==> src/rtl/instruction_fetch_pkg.sv <==
// Shared types and constants for the instruction fetch block.
package instruction_fetch_pkg;

  typedef enum logic [1:0] {
    IF_STATE_BOOT = 2'd0,
    IF_STATE_RUN  = 2'd1,
    IF_STATE_HALT = 2'd2
  } if_state_e;

  localparam int unsigned PC_INC        = 4;
  localparam logic [1:0]  PC_ALIGN_MASK = 2'b11;

endpackage

==> src/rtl/instruction_fetch_if.sv <==
// Fetch-side bus: instruction memory read port, redirect input and decode handshake.
interface instruction_fetch_if #(
  parameter int unsigned DATA_BITS = 32
);
  logic [DATA_BITS-1:0] imem_index;
  logic [DATA_BITS-1:0] imem_instruction;
  logic                 redirect_valid;
  logic [DATA_BITS-1:0] redirect_pc;
  logic                 out_valid;
  logic                 out_ready;
  logic [DATA_BITS-1:0] out_instruction;
  logic [DATA_BITS-1:0] out_pc;
  logic                 fetch_err;

  // Fetch unit side
  modport master (
    output imem_index, out_valid, out_instruction, out_pc, fetch_err,
    input  imem_instruction, redirect_valid, redirect_pc, out_ready
  );

  // Memory / decode / branch side
  modport slave (
    input  imem_index, out_valid, out_instruction, out_pc, fetch_err,
    output imem_instruction, redirect_valid, redirect_pc, out_ready
  );
endinterface

==> src/rtl/instruction_fetch_next_pc.sv <==
// Next-PC priority mux and instruction-memory word index generation.
module instruction_fetch_next_pc
  import instruction_fetch_pkg::*;
#(
  parameter int unsigned          DATA_BITS = 32,
  parameter int unsigned          IMEM_SIZE = 128,
  parameter logic [DATA_BITS-1:0] RESET_PC  = '0
) (
  input  if_state_e            state,
  input  logic [DATA_BITS-1:0] resp_pc,
  input  logic                 redirect_valid,
  input  logic [DATA_BITS-1:0] redirect_pc,
  input  logic                 accept,
  output logic [DATA_BITS-1:0] nf_c,
  output logic [DATA_BITS-1:0] index_c
);

  logic aligned;
  assign aligned = (redirect_pc[1:0] & PC_ALIGN_MASK) == 2'b00;

  // Priority: boot, halt hold, aligned redirect, accept advance, stall re-read
  always_comb begin
    nf_c = resp_pc;
    if (state == IF_STATE_BOOT) begin
      nf_c = RESET_PC;
    end else if (state == IF_STATE_HALT) begin
      nf_c = resp_pc;
    end else if (redirect_valid && aligned) begin
      nf_c = redirect_pc;
    end else if (accept) begin
      nf_c = resp_pc + DATA_BITS'(PC_INC);
    end
  end

  // Word index wraps modulo the memory depth
  assign index_c = (nf_c >> 2) & DATA_BITS'(IMEM_SIZE - 1);

endmodule

==> src/rtl/instruction_fetch.sv <==
// Instruction fetch: PC tracking, imem addressing and decode handshake.
// Optional build macro INSTRUCTION_FETCH_PERF_EN adds perf_fetched/perf_stalls counters.
module instruction_fetch
  import instruction_fetch_pkg::*;
#(
  parameter int unsigned          DATA_BITS = 32,
  parameter int unsigned          IMEM_SIZE = 128,
  parameter logic [DATA_BITS-1:0] RESET_PC  = 32'h0000_0000
) (
  input  logic                 clk,
  input  logic                 rst_n,
`ifdef INSTRUCTION_FETCH_PERF_EN
  output logic [31:0]          perf_fetched,
  output logic [31:0]          perf_stalls,
`endif
  instruction_fetch_if.master  bus
);

  if_state_e            state, state_d;
  logic [DATA_BITS-1:0] resp_pc;
  logic                 err_q, err_d;
  logic [DATA_BITS-1:0] nf_c;
  logic [DATA_BITS-1:0] index_c;
  logic                 valid_c;
  logic                 accept_c;
  logic                 misaligned_c;

  assign valid_c      = (state == IF_STATE_RUN) && !bus.redirect_valid;
  assign accept_c     = valid_c && bus.out_ready;
  assign misaligned_c = bus.redirect_valid && ((bus.redirect_pc[1:0] & PC_ALIGN_MASK) != 2'b00);

  instruction_fetch_next_pc #(
    .DATA_BITS (DATA_BITS),
    .IMEM_SIZE (IMEM_SIZE),
    .RESET_PC  (RESET_PC)
  ) u_next_pc (
    .state          (state),
    .resp_pc        (resp_pc),
    .redirect_valid (bus.redirect_valid),
    .redirect_pc    (bus.redirect_pc),
    .accept         (accept_c),
    .nf_c           (nf_c),
    .index_c        (index_c)
  );

  // State, response PC and sticky error registers
  always_ff @(posedge clk or negedge rst_n) begin
    if (!rst_n) begin
      state   <= IF_STATE_BOOT;
      resp_pc <= RESET_PC;
      err_q   <= 1'b0;
    end else begin
      state   <= state_d;
      resp_pc <= nf_c;
      err_q   <= err_d;
    end
  end

  // Next state: boot for one cycle, halt on a misaligned redirect
  always_comb begin
    state_d = state;
    err_d   = err_q;
    case (state)
      IF_STATE_BOOT: state_d = IF_STATE_RUN;
      IF_STATE_RUN: begin
        if (misaligned_c) begin
          state_d = IF_STATE_HALT;
          err_d   = 1'b1;
        end
      end
      IF_STATE_HALT: state_d = IF_STATE_HALT;
      default:       state_d = IF_STATE_BOOT;
    endcase
  end

  assign bus.imem_index      = index_c;
  assign bus.out_valid       = valid_c;
  assign bus.out_pc          = resp_pc;
  assign bus.out_instruction = bus.imem_instruction;
  assign bus.fetch_err       = err_q;

`ifdef INSTRUCTION_FETCH_PERF_EN
  // Saturating accept and stall counters
  always_ff @(posedge clk or negedge rst_n) begin
    if (!rst_n) begin
      perf_fetched <= '0;
      perf_stalls  <= '0;
    end else begin
      if (accept_c && (perf_fetched != '1)) perf_fetched <= perf_fetched + 32'd1;
      if (valid_c && !bus.out_ready && (perf_stalls != '1)) perf_stalls <= perf_stalls + 32'd1;
    end
  end
`endif

endmodule

==> src/flat_wrapper.sv <==
// flat-port wrapper written by rule: the top's interface ports become plain ports
module instruction_fetch_flat import instruction_fetch_pkg::*;
#(
  parameter int unsigned          DATA_BITS = 32,
  parameter int unsigned          IMEM_SIZE = 128,
  parameter logic [DATA_BITS-1:0] RESET_PC  = 32'h0000_0000
)
  (clk, rst_n, bus_imem_index, bus_out_valid, bus_out_instruction, bus_out_pc, bus_fetch_err, bus_imem_instruction, bus_redirect_valid, bus_redirect_pc, bus_out_ready);
  instruction_fetch_if #(.DATA_BITS(DATA_BITS)) bus_i ();
  input  logic clk;
  input  logic rst_n;
  output wire logic [$bits(bus_i.imem_index)-1:0] bus_imem_index;
  output wire logic [$bits(bus_i.out_valid)-1:0] bus_out_valid;
  output wire logic [$bits(bus_i.out_instruction)-1:0] bus_out_instruction;
  output wire logic [$bits(bus_i.out_pc)-1:0] bus_out_pc;
  output wire logic [$bits(bus_i.fetch_err)-1:0] bus_fetch_err;
  input wire logic [$bits(bus_i.imem_instruction)-1:0] bus_imem_instruction;
  input wire logic [$bits(bus_i.redirect_valid)-1:0] bus_redirect_valid;
  input wire logic [$bits(bus_i.redirect_pc)-1:0] bus_redirect_pc;
  input wire logic [$bits(bus_i.out_ready)-1:0] bus_out_ready;
  assign bus_imem_index = bus_i.imem_index;
  assign bus_out_valid = bus_i.out_valid;
  assign bus_out_instruction = bus_i.out_instruction;
  assign bus_out_pc = bus_i.out_pc;
  assign bus_fetch_err = bus_i.fetch_err;
  assign bus_i.imem_instruction = bus_imem_instruction;
  assign bus_i.redirect_valid = bus_redirect_valid;
  assign bus_i.redirect_pc = bus_redirect_pc;
  assign bus_i.out_ready = bus_out_ready;
  instruction_fetch #(.DATA_BITS(DATA_BITS), .IMEM_SIZE(IMEM_SIZE), .RESET_PC(RESET_PC)) u_core (.clk(clk), .rst_n(rst_n), .bus(bus_i));
endmodule
==> config.mk <==
export PLATFORM = sky130hd
export DESIGN_NAME = instruction_fetch_flat
export DESIGN_NICKNAME = d
export VERILOG_FILES = /design/src/rtl/instruction_fetch_pkg.sv /design/src/rtl/instruction_fetch_if.sv /design/src/rtl/instruction_fetch_next_pc.sv /design/src/rtl/instruction_fetch.sv /design/src/flat_wrapper.sv
export SDC_FILE = /design/constraint.sdc
export NUM_CORES = 1
export LEC_CHECK = 0
export ABC_AREA = 0
export BUFFER_PORTS_ARGS = -buffer_cell sky130_fd_sc_hd__buf_2
export CAP_MARGIN = 25
export CELL_PAD_IN_SITES_DETAIL_PLACEMENT = 1
export CELL_PAD_IN_SITES_GLOBAL_PLACEMENT = 1
export CORE_MARGIN = 5
export CORE_UTILIZATION = 27
export DETAILED_ROUTE_END_ITERATION = 10
export GPL_ROUTABILITY_DRIVEN = 0
export MAX_ROUTING_LAYER = met4
export PLACE_DENSITY_LB_ADDON = 0.1
export SETUP_SLACK_MARGIN = 0.1
export SLEW_MARGIN = 15
export SYNTH_ARGS = -nofsm -noshare
export SYNTH_HDL_FRONTEND = slang
export SYNTH_HIERARCHICAL = 1
export SYNTH_SLANG_ARGS = --single-unit
==> constraint.sdc <==
create_clock -name clk -period 2.3 [get_ports clk]
set_input_delay 0.115 -clock clk [delete_from_list [all_inputs] [get_ports clk]]
set_output_delay 0.115 -clock clk [all_outputs]
set_load 0.05 [all_outputs]
==> flow_summary.toml <==
[run_status]
status = "completed"

[global_routing]
grt_overflow_total = 0
track_usage_pct = 15.96
antenna_found_initial = 0
grt_pass1_wl_um = 15520
first_global_vias = 2806
grt_max_degree = 51

[critical_path]
path_buf_inv = 2
worst-setup-path-type = "register to primary output"
arrival_ns = 2.14
crit_path_end_kind = "primary output"
path_cells = "inv_2 -> ha_4 -> nor2b_4 -> and2_4 -> and4_4 -> nand2_4 -> nor4b_4 -> a21oi_2 -> o21ai_4 -> buf_6"
crit_required_ns = 2.18
max_stage_delay_ns = 0.39
critPathMaxFanout = 4
slowest_stage = "dfrtp_1"
crit_path_start_kind = "register"
path_delay_family = "simple AND/OR/NAND/NOR gates"

[layout]
post-route-util_pct = 34.79
drive_gt1_share_pct = 38.32
layout.cells.non_filler = 527
postLayoutCellArea_mm2 = 0.003416
syn_to_final_growth_pct = 25.46
num-nets-final = 464
antenna_cells = 0

[synth]
yosysTopAreaCell = "dfrtp_1"
synthTopCellsByArea = "dfrtp_1 32%, buf_4 18%, o21ai_0 5.7%, nand2_1 4.5%, a21oi_1 2.9%"
ys_warn_count = 6
postSynthAreaPerCell_um2 = 8.225
synth-seq-cells = 35
synth-edff-count = 0
synthArstFlopShare_pct = 100.0
yosysTopAreaCellShare_pct = 32.17
synthCells = 331
ys.flop_type = "dfrtp_1"
seq_area_frac_synth_pct = 32.17
netlist_area_mm2 = 0.002723
synth_cell_type_count = 50

[power_and_ir_drop]
leakage_nw = 1.606
p_seq_share_pct = 27.5
ir_drop_mv = 0.3928
p_total_mw = 3.123
swShare_pct = 49.71
pwr-share-clk_pct = 19.2
p_sw_mw = 1.553
p_int_mw = 1.571
comb_power_share_pct = 53.3
pwr_density_cell_mw_per_mm2 = 914.4

[place]
pre_cts_ws_ns = 0.03614
placed_area_mm2 = 0.003102
place_inst = 505
dpl.hpwl_um = 6957
port_buffers = 76

[clock_network]
clk_pin_slew_worst_paths_ns = 0.08
cts_root_buf = "clkbuf_8"
clock_latency_ns = 0.29
numCtsBuffers = 5
cts_max_level = 2
cts_sinks = 35
cts_buffer_depth = 2
cts_tree = "yes"

[die]
pin_count = 166
die-area_mm2 = 0.01219
start_util_pct = 27.73
core_area_mm2 = 0.009819
fp.dieH_um = 110.4
die_w_um = 110.4
row_count = 36

[sta]
hold_violations = 0
slew_viol_final = 0
timing.fmax_mhz = 442.7
rsz0062_at_grt = "yes"
setup_viol = 0
setup_tns_ns = 0
slew_headroom_pct = 41.72
period_minus_slack_ns = 2.259
period_share_pct = 98.22
tightest_slew_ns = 0.8742
whs_ns = 0.07459
worst_slack_ns = 0.04095
finClkSkew_ns = 0.008033

[drt]
wl_per_cell_um = 18.12
routed_wl_um = 9550
top_layer = "met4"
vias = 2623
first_pass_iters = 4
met3_wirelength_um = 526
met1_length_um = 4460
first_iter_violations = 111
drc = 0
routed-wl-met2_um = 4477
viasPerCell = 4.977
postRouteAntennaNets = 0

[hold_path]
min_path_type = "primary input to register"

[run]
timing.max_cap.violations = 0
==> state kept, by name, indices dropped and copies added (netlist names) <==
name                  flops
u_core/bus.fetch_err      1
u_core/bus.out_pc        32
u_core/state              2
==> routing by layer <==
layer,track usage [%],up-vias
met4,3.530,0
li1,-,1243
met1,20.49,1276
met5,-,-
met3,3.939,7
met2,25.49,97
==> power by group through the flow <==
stage | combinational [mW] | clock, mW | sequential, mW
floorplan | 0.939 | 0 | 1.16
global placement | 1.56 | 0 | 0.863
detailed placement | 1.57 | 0 | 0.866
CTS | 1.64 | 0.632 | 0.859
global route | 1.79 | 0.663 | 0.883
finish | 1.66 | 0.599 | 0.860
==> placed cells by master, fill, tap and decap left out, types with 3 or more instances in the layout <==
cell type	instances
a21oi_1	15
a22o_1	4
a22oi_1	3
a32oi_1	7
and2_1	4
and2_4	3
and3_1	4
and4_1	4
buf_2	69
buf_4	33
buf_6	6
clkbuf_8	6
conb_1	25
dfrtp_1	35
inv_1	5
nand2_1	29
nand3_1	15
nand4_1	10
nor2_1	9
nor3_1	5
o211ai_1	5
o21ai_0	19
o21ai_1	8
o21ai_2	3
o2bb2ai_1	5
or4_1	3
xor2_1	3
==> Yosys cell counts, drive strengths merged (7+ instances only) <==
master	instances
nand4	10
clkbuf	14
nor3	7
nand2	33
a32oi	7
buf	66
a21oi	16
and2	7
dfrtp	35
nor2	10
nand3	15
o21ai	31
==> worst paths after layout <==
path,from,end,slack (ns),cells past startpoint
worst min register to register,u_core/bus.fetch_err,u_core/bus.fetch_err,0.47,1
min in group asynchronous,rst_n,u_core/bus.out_pc[0],0.48,2
max in group asynchronous,rst_n,u_core/bus.out_pc[6],1.26,2
worst max-delay path,u_core/state[1],bus_imem_index[5],0.04,10
worst max register to register,u_core/state[1],u_core/bus.out_pc[30],0.13,10
worst min-delay path,bus_redirect_pc[18],u_core/bus.out_pc[18],0.07,3
==> cells by family after synthesis <==
group / share of synthesized area [%]
AO/OA/AOI/OAI: 20.68
XOR/XNOR: 1.609
adder cells (fa/ha/maj): 1.379
buffers and inverters: 20.86
flip-flops: 32.17
multiplexers: 0.3677
other: 0.1377
AND/OR/NAND/NOR: 22.79
==> cell type report <==
| class | instances | area, um2 |
|---|---|---|
| fill | 1219 | 6404 |
| multi-input combinational | 233 | 1524 |
| sequential | 35 | 875.8 |
| timing repair buffer | 111 | 705.7 |
| tap | 133 | 166.4 |
| clock buffer | 6 | 82.58 |
| clock inverter | 2 | 35.03 |
| inverter | 7 | 26.28 |
==> tightest hold or removal path, delay by kind of cell <==
family	cells	cell delay, ns
AOI/OAI and AO/OA	2	0.14
buffers and inverters	1	0.08
==> what timing repair did <==
item,in CTS,in global routing
endpoints found under the setup margin,6,12
endpoints found under the hold margin,35,0
pin swaps,4,4
setup buffers,10,3
hold buffers,1,0
gates resized for setup,12,18
cloned,0,0
Note: power is estimated with default switching activity, not from simulation.
